## config.mk

```make
export PLATFORM = sky130hd
export DESIGN_NAME = tmds_stream_encoder
export DESIGN_NICKNAME = d
export VERILOG_FILES = /design/src/rtl/tmds_stream_encoder.sv
export SDC_FILE = /design/constraint.sdc
export NUM_CORES = 1
export LEC_CHECK = 0
export CORE_MARGIN = 3
export CORE_UTILIZATION = 42
export CTS_CLUSTER_SIZE = 8
export DETAILED_ROUTE_END_ITERATION = 7
export SLEW_MARGIN = 20
export SYNTH_ARGS = -nofsm -noshare
export SYNTH_HDL_FRONTEND = slang
export SYNTH_SLANG_ARGS = --single-unit
export TNS_END_PERCENT = 50
```

## constraint.sdc

```tcl
create_clock -name pix_clk -period 6.25 [get_ports pix_clk]
set_input_delay 1.25 -clock pix_clk [delete_from_list [all_inputs] [get_ports pix_clk]]
set_output_delay 1.25 -clock pix_clk [all_outputs]
set_load 0.03 [all_outputs]
```

## src/rtl/tmds_stream_encoder.sv

```systemverilog
// tmds_stream_encoder: CHANNELS-lane pipelined TMDS encoder with per-lane disparity; `TMDS_HDMI_PREAMBLE_EN adds HDMI preamble/guard bands
module tmds_stream_encoder #(
  parameter int CHANNELS = 3,
  parameter int CTRL_CH = 0
) (
  input  logic                    pix_clk,
  input  logic                    rst,
  input  logic [CHANNELS*8-1:0]   rgb_data,
  input  logic                    hs,
  input  logic                    vs,
  input  logic                    de,
  output logic [CHANNELS*10-1:0]  tmds_word,
  output logic [9:0]              tmds_clk_word,
  output logic                    out_de,
  output logic                    sync_err
);
  typedef enum logic [1:0] {CTRL, PREAMBLE, GUARD, VIDEO} state_t;
  state_t st, st_nxt;
  logic [CHANNELS*8-1:0] pd;
  logic p_de, p_hs, p_vs;
  logic [8:0] s1_qm [CHANNELS];
  logic s1_de, s1_hs, s1_vs;
  logic [9:0] word [CHANNELS];
  logic [9:0] word_nxt [CHANNELS];
  logic signed [4:0] cnt [CHANNELS];
  logic signed [4:0] cnt_nxt [CHANNELS];
  function automatic logic [9:0] ctrl_word(input logic [1:0] c);
    return c == 2'b00 ? 10'h354 : c == 2'b01 ? 10'h0AB : c == 2'b10 ? 10'h154 : 10'h2AB;
  endfunction
  function automatic logic [8:0] qm_of(input logic [7:0] d);
    logic x;
    logic [8:0] q;
    x = $countones(d) > 4 || ($countones(d) == 4 && !d[0]);
    q[0] = d[0];
    for (int i = 1; i < 8; i++) q[i] = x ^ q[i-1] ^ d[i];
    q[8] = ~x;
    return q;
  endfunction
  function automatic logic [14:0] encode(input logic [8:0] q, input logic signed [4:0] c);
    logic signed [4:0] diff, b, n;
    logic [9:0] w;
    diff = 5'(2 * $countones(q[7:0]) - 8);
    b = q[8] ? 5'sd2 : 5'sd0;
    if (c == 5'sd0 || diff == 5'sd0) begin
      w = {~q[8], q[8], q[8] ? q[7:0] : ~q[7:0]};
      n = c + (q[8] ? diff : -diff);
    end else if ((c > 5'sd0 && diff > 5'sd0) || (c < 5'sd0 && diff < 5'sd0)) begin
      w = {1'b1, q[8], ~q[7:0]};
      n = c + b - diff;
    end else begin
      w = {1'b0, q[8], q[7:0]};
      n = c + diff - (5'sd2 - b);
    end
    return {n, w};
  endfunction
  assign tmds_clk_word = 10'b1111100000;
  for (genvar g = 0; g < CHANNELS; g++) begin : g_out
    assign tmds_word[10*g +: 10] = word[g];
  end
`ifdef TMDS_HDMI_PREAMBLE_EN
  logic [CHANNELS*8+2:0] dl [10];
  logic [3:0] ph, ph_nxt;
  logic rise;
  always_ff @(posedge pix_clk) begin
    if (rst) begin
      dl <= '{default: '0};
    end else begin
      dl[0] <= {de, vs, hs, rgb_data};
      for (int i = 1; i < 10; i++) dl[i] <= dl[i-1];
    end
  end
  assign {p_de, p_vs, p_hs, pd} = dl[9];
  assign rise = de && !dl[0][CHANNELS*8+2];
  always_ff @(posedge pix_clk) begin
    if (rst) begin
      st <= CTRL;
      ph <= 4'd0;
      sync_err <= 1'b0;
      out_de <= 1'b0;
    end else begin
      st <= st_nxt;
      ph <= ph_nxt;
      sync_err <= rise && st != CTRL;
      out_de <= s1_de;
    end
  end
  // the preamble/guard counter runs from the raw de edge so the guard band ends exactly as delayed video arrives
  always_comb begin
    ph_nxt = (st == PREAMBLE || st == GUARD) ? ph + 4'd1 : 4'd0;
    st_nxt = st == CTRL ? (rise ? PREAMBLE : s1_de ? VIDEO : CTRL) :
             st == PREAMBLE ? (ph == 4'd7 ? GUARD : PREAMBLE) :
             st == GUARD ? (ph == 4'd9 ? VIDEO : GUARD) :
             (s1_de ? VIDEO : CTRL);
  end
`else
  assign {p_de, p_vs, p_hs, pd} = {de, vs, hs, rgb_data};
  always_ff @(posedge pix_clk) begin
    if (rst) st <= CTRL;
    else st <= st_nxt;
  end
  always_comb st_nxt = s1_de ? VIDEO : CTRL;
  assign out_de = st == VIDEO;
  assign sync_err = 1'b0;
`endif
  always_comb begin
    for (int k = 0; k < CHANNELS; k++) begin
      {cnt_nxt[k], word_nxt[k]} = encode(s1_qm[k], cnt[k]);
      if (!s1_de) begin
        cnt_nxt[k] = '0;
        word_nxt[k] = k == CTRL_CH ? ctrl_word({s1_vs, s1_hs}) : 10'h354;
`ifdef TMDS_HDMI_PREAMBLE_EN
        if (st == PREAMBLE && k == 1) word_nxt[k] = 10'h0AB;
        if (st == GUARD && k < 3) word_nxt[k] = k == 1 ? 10'h133 : 10'h2CC;
`endif
      end
    end
  end
  always_ff @(posedge pix_clk) begin
    if (rst) begin
      s1_de <= 1'b0;
      s1_hs <= 1'b0;
      s1_vs <= 1'b0;
      s1_qm <= '{default: '0};
      word <= '{default: 10'h354};
      cnt <= '{default: '0};
    end else begin
      s1_de <= p_de;
      s1_hs <= p_hs;
      s1_vs <= p_vs;
      for (int k = 0; k < CHANNELS; k++) s1_qm[k] <= qm_of(pd[8*k +: 8]);
      word <= word_nxt;
      cnt <= cnt_nxt;
    end
  end
endmodule
```

# [Word level (Yosys, flattened, before mapping)]
# Index checks and enable logic that the tools add are counted.
[totals] out_inout_bits=42 inputBits=29 ff_bits=77 wordCells=207
[classes] n_lt_le_gt_ge=15 mux=26 addsub=66 reduce_logical=29 n_eq_ne=6 bitwise=52
[op_table] op="$mux W10" n=10
[op_table] op="$gt A32 B4 Y1 const B" n=3
[op_table] op="$add A1 B1 Y2" n=24
[op_table] op="$mux W5" n=9
[op_table] op="$xor A1 B1 Y1" n=42
[op_table] op="$add A2 B2 Y3" n=12
[op_table] op="$add A5 B5 Y5" n=6
[op_table] op="$gt A5 B1 Y1 const B" n=6
[op_table] op="$logic_not A5 Y1" n=6
[op_table] op="$lt A5 B1 Y1 const B" n=6
[op_table] op="$add A3 B3 Y4" n=6
[op_table] op="$mux W8" n=3
[op_table] op="$not A8 Y8" n=3
[op_table] op="$add A5 B3 Y5" n=3
[op_table] op="$neg A5 Y5" n=3
[op_table] op="$sub A5 B3 Y5" n=3
[op_table] op="$sub A5 B4 Y5 const B" n=3
[op_table] op="$sub A5 B5 Y5" n=3
[op_table] op="$eq A4 B3 Y1 const B" n=3
[op_table] op="$logic_and A1 B1 Y1" n=9
[op_table] op="$logic_or A1 B1 Y1" n=9
[op_table] op="$sub A2 B2 Y3 const A" n=3
[op_table] op="$mux W2" n=4
[op_table] op="$not A1 Y1" n=7
[op_table] op="5 further kinds" n=8

# [Depth between registers and ports, before layout]
# Gate-level depths: netlist of the first run.
[logic_depth] word_depth=20 depth_mapped=16 ltp_nobuf=16

# [Least setup slack after synthesis of the first run]
# Ideal clock, no wire load.
[synth_path] path_type="input -> register" start="input rgb_data[16]" end="register s1_qm[7] (netlist name)" stages=12 setup_slack_ns=1.748 path_buffers=0 required_ns=6.185 setup_time_ns=0.065 arrival_time_ns=4.437 path_cell_list="inv_1 fa_1 fa_1 fa_1 inv_1 ha_1 fa_1 nor3b_1 o21ai_0 a21oi_2 xnor3_1 nor2_1"
[synth_via] elab_chain_len=20 word_cells_on_any_way=22 cone_classes="add/sub (3); order compare (1); eq/ne (1); bitwise (14); reduce/logical (3)"
[synth_rtl] element="start: declaration" line="8" rtl="input logic [CHANNELS*8-1:0] rgb_data,"
[synth_rtl] element="branches (longest 18 deep; another with $gt A32 B4 Y1)"
[synth_rtl] element="$xor A1 B1 Y1 (*) (2 in a row)" line="35" rtl="for (int i = 1; i < 8; i++) q[i] = x ^ q[i-1] ^ d[i];"
[synth_rtl] element="end signal: assignment" line="123" rtl="s1_qm <= '{default: '0};"
[synth_rtl] element="end: declaration" line="21" rtl="logic [8:0] s1_qm [CHANNELS];"
# Mark *: on every way between the ends.
# A chain may end at the register's enable or synchronous reset.

# [Final worst setup path of the first run]
# Ends and elaborated chain as after synthesis.

==> results of run 1 <==
layer usage:
layer	GRT usage (%)	vias up	routed length (um)
li1	-	1923	-
met1	18.6	1775	4660
met2	27.2	73	5230
met3	4.90	14	456
met4	4.62	0	170
met5	0	-	0
critical path: cells and delay by family:
family / cells / cell delay (ns)
compound gates: 2 / 0.47
xor+xnor: 1 / 0.37
fa+ha+maj: 5 / 2.12
buf+inv: 3 / 0.67
simple gates: 2 / 0.36
sequential cells by signal (all words and copies together), names as in the netlist:
register,flops
s1_qm,27
tmds_word,30
cnt,12
s1_de,1
s1_vs,1
s1_hs,1
st,1
per-stage QoR:
stage | std cells | util [%]
after CTS | 810 | 51.6
after global routing | 810 | 51.7
after global placement | 794 | 49.2
after detailed placement | 794 | 49.2
final | 810 | 51.7
after floorplan | 585 | -
Yosys cell counts (2+ instances only):
| library cell | n | area, um2 |
|---|---|---|
| a21o_1 | 11 | 82.6 |
| inv_1 | 98 | 368 |
| xnor2_1 | 62 | 543 |
| nor3b_1 | 4 | 30.0 |
| nor2_1 | 54 | 203 |
| xnor3_1 | 7 | 158 |
| and4b_1 | 3 | 30.0 |
| nor3_1 | 6 | 30.0 |
| clkbuf_1 | 8 | 30.0 |
| a211oi_1 | 13 | 97.6 |
| nor2b_1 | 4 | 25.0 |
| nand2b_1 | 3 | 18.8 |
| buf_1 | 2 | 7.51 |
| a21oi_2 | 2 | 17.5 |
| nand3b_1 | 3 | 22.5 |
| buf_4 | 13 | 97.6 |
| a21oi_1 | 22 | 110 |
| a31oi_1 | 4 | 25.0 |
| dfxtp_1 | 73 | 1460 |
| or3_4 | 2 | 22.5 |
| nand2_1 | 20 | 75.1 |
| nor4b_1 | 3 | 26.3 |
| ha_1 | 66 | 826 |
| conb_1 | 2 | 7.51 |
| xor2_1 | 21 | 184 |
| o22ai_1 | 3 | 18.8 |
| fa_1 | 39 | 781 |
| mux2i_1 | 5 | 50.1 |
| o21ai_0 | 3 | 15.0 |
| a211o_1 | 2 | 17.5 |
| mux2_2 | 3 | 33.8 |
layout make-up:
| cell class | instances | area, um2 | area share (%) |
|---|---|---|---|
| multi-input cells | 391 | 3650 | 55.3 |
| repair buffers | 60 | 598 | 9.06 |
| flip-flops and latches | 73 | 1460 | 22.1 |
| inverters | 98 | 368 | 5.57 |
| well taps | 172 | 215 | 3.26 |
| clock buffers | 12 | 256 | 3.89 |
| clock inverters | 4 | 51.3 | 0.777 |
path summary, 6_finish.rpt:
path / start / endpoint / slack [ns] / cells after the start
setup reg to reg: s1_qm[9]$_SDFF_PP0_ / tmds_word[15]$_SDFF_PP0_ / 1.60 / 14
hold reg to reg: s1_qm[2]$_SDFF_PP0_ / tmds_word[22]$_SDFF_PP1_ / 0.51 / 2
hold / removal: s1_qm[2]$_SDFF_PP0_ / tmds_word[22]$_SDFF_PP1_ / 0.51 / 2
setup / recovery: rgb_data[16] / s1_qm[7]$_SDFF_PP0_ / 1.29 / 13
cell families (layout without fill, tap and decap cells):
group | count (synthesis) | count (layout) | synth area share, %
AOI/OAI and AO/OA | 69 | 69 | 8.44
xor gates and xnor gates | 91 | 91 | 16.3
adders and majority gates | 105 | 105 | 28.8
buffers and inverters | 121 | 174 | 9.02
DFF | 73 | 73 | 26.2
muxes | 9 | 9 | 1.91
other | 2 | 11 | 0.135
and+or+nand+nor | 106 | 106 | 9.18
==> results.cfg, run 1 <==
[sta]
fin_crit_ns = 4.96
worst_slew_pin_slew_ns = 0.959
final_hold_viol_count = 0
max_clock_freq_mhz = 202
fin_setup_tns_ns = 0
finalCritPeriodShare_pct = 79.3
grt_setup_unrepaired = no
fin_hold_ws_ns = 0.514
finalSetupViolCount = 0
skew_ns = 0.00416
maxSlewHeadroom_pct = 36.0
finalWorstSetupSlack_ns = 1.29
finalMaxSlewViolations = 0

[grt]
grt.overflow.total = 0
grt_pass1_wl_um = 18100
grt_max_degree = 45
grt_use_total_pct = 15.6
antenna_found_initial = 0
grt_pass1_vias = 3959

[finish]
area_growth_pct = 18.4
drive_gt1_share_pct = 4.70
antennaDiodeCount = 0
final_cell_mix = 98 x inv_1, 73 x dfxtp_1, 66 x ha_1, 62 x xnor2_1, 59 x clkdlybuf4s50_1
final_common_cell = inv_1
fill_cells = 1173
final_area_mm2 = 0.00660
finalNetCount = 767

[flow_run]
maxCapViolCount = 0

[clock_tree]
worst_skew_pair.late_latency_ns = 0.35
cts_root_buf = clkbuf_16
cts_tree = yes
numCtsBuffers = 9
clkSinkCount = 73
clock_path_buffers = 2
postCtsSetupRepairBufs = 0
cts-hold-fix-buffers = 0
cts_resized = 0
htreeDepth = 3
cts.clk_slew.worst_paths_ns = 0.06

[setup_path]
crit_path_max_incr_delay_ns = 0.57
worstPathRequired_ns = 6.53
crit_path_end_kind = flop
critPathLaunchType = input port
crit_path_top_delay_cell = fa_1
crit_path_max_fanout = 5
path_cells = clkdlybuf4s50_1, inv_1, fa_1, fa_1, fa_1, inv_1, ha_1, fa_1, nor3b_1, o21ai_0, a21oi_2, xnor3_1, nor2_1
cp_data_arrival_time_ns = 5.24
crit_type = in2reg
path_common_cell = fa_1

[floorplan]
die_area_mm2 = 0.0147
fp.dieH_um = 121
rows = 41
initial_core_util_pct = 43.6
ios = 71
core_mm2 = 0.0128
fp.dieW_um = 121

[yosys]
ys_seq_area_share_pct = 26.2
yosysWarnings = 0
synth_edf_count = 0
ys.flop_type = dfxtp_1
async_reset_ff_share_pct = 0
post_synth_inst_count = 576
synthesis.area_per_instance_um2 = 9.68
ys_seq_elements = 73
syn_area_mm2 = 0.00558
ys_types = 46

[outcome]
outcome = complete, no violations

[detailed_routing]
antenna_left = 0
routed_wl_um = 10500
vias = 3785
post_drt_via_cell_ratio = 4.67
drc_errors = 0
wire_per_inst_um = 13.0
dr.pass1.iters = 4
drt_iter0_markers = 81

[place]
io_buffers = 59
place_area_mm2 = 0.00629
dp_slack_ns = 0.932
hpwl_um = 8480
gp_congestion = 0.838

[min_path]
worstHoldPathType = reg2reg
Power of run 1 is not shown: default switching activity piles up to over one toggle a cycle in this logic, so the estimate is an artifact.
==> run 2: changes to the inputs <==
--- a/config.mk
+++ b/config.mk
@@ -9,6 +9,7 @@
 export CORE_UTILIZATION = 42
 export CTS_CLUSTER_SIZE = 8
 export DETAILED_ROUTE_END_ITERATION = 7
+export PLACE_DENSITY = 0.66
 export SLEW_MARGIN = 20
 export SYNTH_ARGS = -nofsm -noshare
 export SYNTH_HDL_FRONTEND = slang
==> constraint.sdc (replaced) <==
create_clock -name pix_clk -period 4.4 [get_ports pix_clk]
set_input_delay 0.88 -clock pix_clk [delete_from_list [all_inputs] [get_ports pix_clk]]
set_output_delay 0.88 -clock pix_clk [all_outputs]
set_load 0.03 [all_outputs]
==> run 2 against run 1 <==
Setup slack worse by 1.3 ns. Cell count is 5.2% higher. Count of clock-buffer cells in the layout is 3 lower.
==> results.cfg, run 2 (synthesis gave the netlist of run 1 again) <==
[floorplan]
ios = 71
rows = 41
core_mm2 = 0.0128
fp.dieW_um = 121
initial_core_util_pct = 43.6
die_area_mm2 = 0.0147
fp.dieH_um = 121

[setup_path]
path_common_cell = fa_1
cp_num_buf_inv = 4
crit_path_top_delay_cell = fa_1
crit_path_max_incr_delay_ns = 0.55
r2r_slack_ns = 0.03
crit_path_start = s1_qm[12]$_SDFF_PP0_
worstPathRequired_ns = 4.62
r2r_start = s1_qm[12]$_SDFF_PP0_
cp_data_arrival_time_ns = 4.59
cp.depth = 14
crit_path_end_kind = flop
r2r_cells = 14
crit_type = reg2reg
crit_end = cnt[8]$_SDFF_PP0_
crit_path_max_fanout = 4
worst_r2r_endpoint = cnt[8]$_SDFF_PP0_
path_cells = fa_1, inv_2, fa_1, fa_1, inv_2, ha_4, fa_1, inv_2, ha_4, mux2_4, buf_4, fa_1, xnor2_1, a211oi_1
critPathLaunchType = flop
cp_top_family = adder cells

[detailed_routing]
drt_iter0_markers = 95
drc_errors = 0
dr.pass1.iters = 4
post_drt_via_cell_ratio = 4.63
antenna_left = 0
wire_per_inst_um = 12.7
vias = 3942
routed_wl_um = 10800

[flow_run]
maxCapViolCount = 0

[sta]
maxSlewHeadroom_pct = 54.1
max_clock_freq_mhz = 229
finalSetupViolCount = 0
fin_crit_ns = 4.37
fin_setup_tns_ns = 0
finalMaxSlewViolations = 0
skew_ns = 0.00864
worst_slew_pin_slew_ns = 0.682
final_hold_viol_count = 0
grt_setup_unrepaired = yes
finalCritPeriodShare_pct = 99.4

[clock_tree]
cts.clk_slew.worst_paths_ns = 0.06
clock_path_buffers = 2
cts_root_buf = clkbuf_16
htreeDepth = 3
numCtsBuffers = 9
clkSinkCount = 73
cts_tree = yes
worst_skew_pair.late_latency_ns = 0.33

[finish]
finalNetCount = 809
final_common_cell = inv_1
largest_reg_flops = 30
fill_cells = 1115
area_growth_pct = 28.9
drive_gt1_share_pct = 16.9
antennaDiodeCount = 0
final_cell_mix = 89 x inv_1, 66 x dfxtp_1, 62 x xnor2_1, 58 x clkdlybuf4s50_1, 55 x ha_1
final_cells = 852

[grt]
grt_use_total_pct = 15.0
grt_max_degree = 44
grt_pass1_wl_um = 18000
grt_pass1_vias = 4058
antenna_found_initial = 0
grt.overflow.total = 0

[place]
io_buffers = 59
dp_cells = 827
gp_congestion = 0.820
hpwl_um = 8450

[min_path]
worstHoldPathType = reg2reg

[outcome]
outcome = complete, no violations
## run 2: metrics by stage
step | instance area, um2 | setup slack, ns | hold WS (ns) | utilization, %
6_report | 7180 | 0.0257 | 0.496 | 56.2
5_1_grt | 7180 | -0.115 | 0.528 | 56.2
2_1_floorplan | 5610 | 0.161 | 0.465 | -
3_3_place_gp | 6540 | -0.283 | 0.483 | 51.2
3_5_place_dp | 6540 | -0.424 | 0.480 | 51.2
4_1_cts | 6910 | -0.00549 | 0.496 | 54.1
## run 2: layout make-up
type                    instances  area (um2)  area share, %
multi-input cells             391        3850           53.7
clock inverters                 7         126           1.76
clock buffers                   9         225           3.13
inverters                      98         368           5.12
well taps                     172         215           3.00
flip-flops and latches         73        1470           20.5
repair buffers                102         925           12.9
## run 2: repair_timing
item / CTS / global route
endpoints found under the setup margin: 6 / 29
setup buffers: 0 / 9
resized for setup: 7 / 42
pin swaps: 0 / 20
hold buffers: 0 / 0
## run 2: worst min-delay path, stage by stage, from the launching register on
cell and delay (ns):
dfxtp_1 0.35, xor2_1 0.07, nand2_1 0.05
## run 2: worst min-delay path by stage
| stage | from | end | slack (ns) | depth (start not counted) |
|---|---|---|---|---|
| 6_report | s1_qm[2]$_SDFF_PP0_ | tmds_word[22]$_SDFF_PP1_ | 0.50 | 2 |
| 5_1_grt | s1_qm[2]$_SDFF_PP0_ | tmds_word[22]$_SDFF_PP1_ | 0.53 | 2 |
| 4_1_cts | s1_qm[2]$_SDFF_PP0_ | tmds_word[22]$_SDFF_PP1_ | 0.50 | 2 |
| 3_5_place_dp | s1_qm[2]$_SDFF_PP0_ | tmds_word[22]$_SDFF_PP1_ | 0.48 | 2 |
| 3_3_place_gp | s1_qm[2]$_SDFF_PP0_ | tmds_word[22]$_SDFF_PP1_ | 0.48 | 2 |
| 2_1_floorplan | s1_qm[13]$_SDFF_PP0_ | tmds_word[14]$_SDFF_PP1_ | 0.47 | 2 |
## run 2: layer usage
layer / track usage [%] / vias to the layer above / part of all wire (%)
li1: - / 2001 / -
met1: 18.2 / 1864 / 44
met2: 26.8 / 62 / 51
met3: 2.98 / 15 / 3.4
met4: 4.20 / 0 / 1.6
met5: 0 / - / 0
Power of run 2 is left out for the same reason.
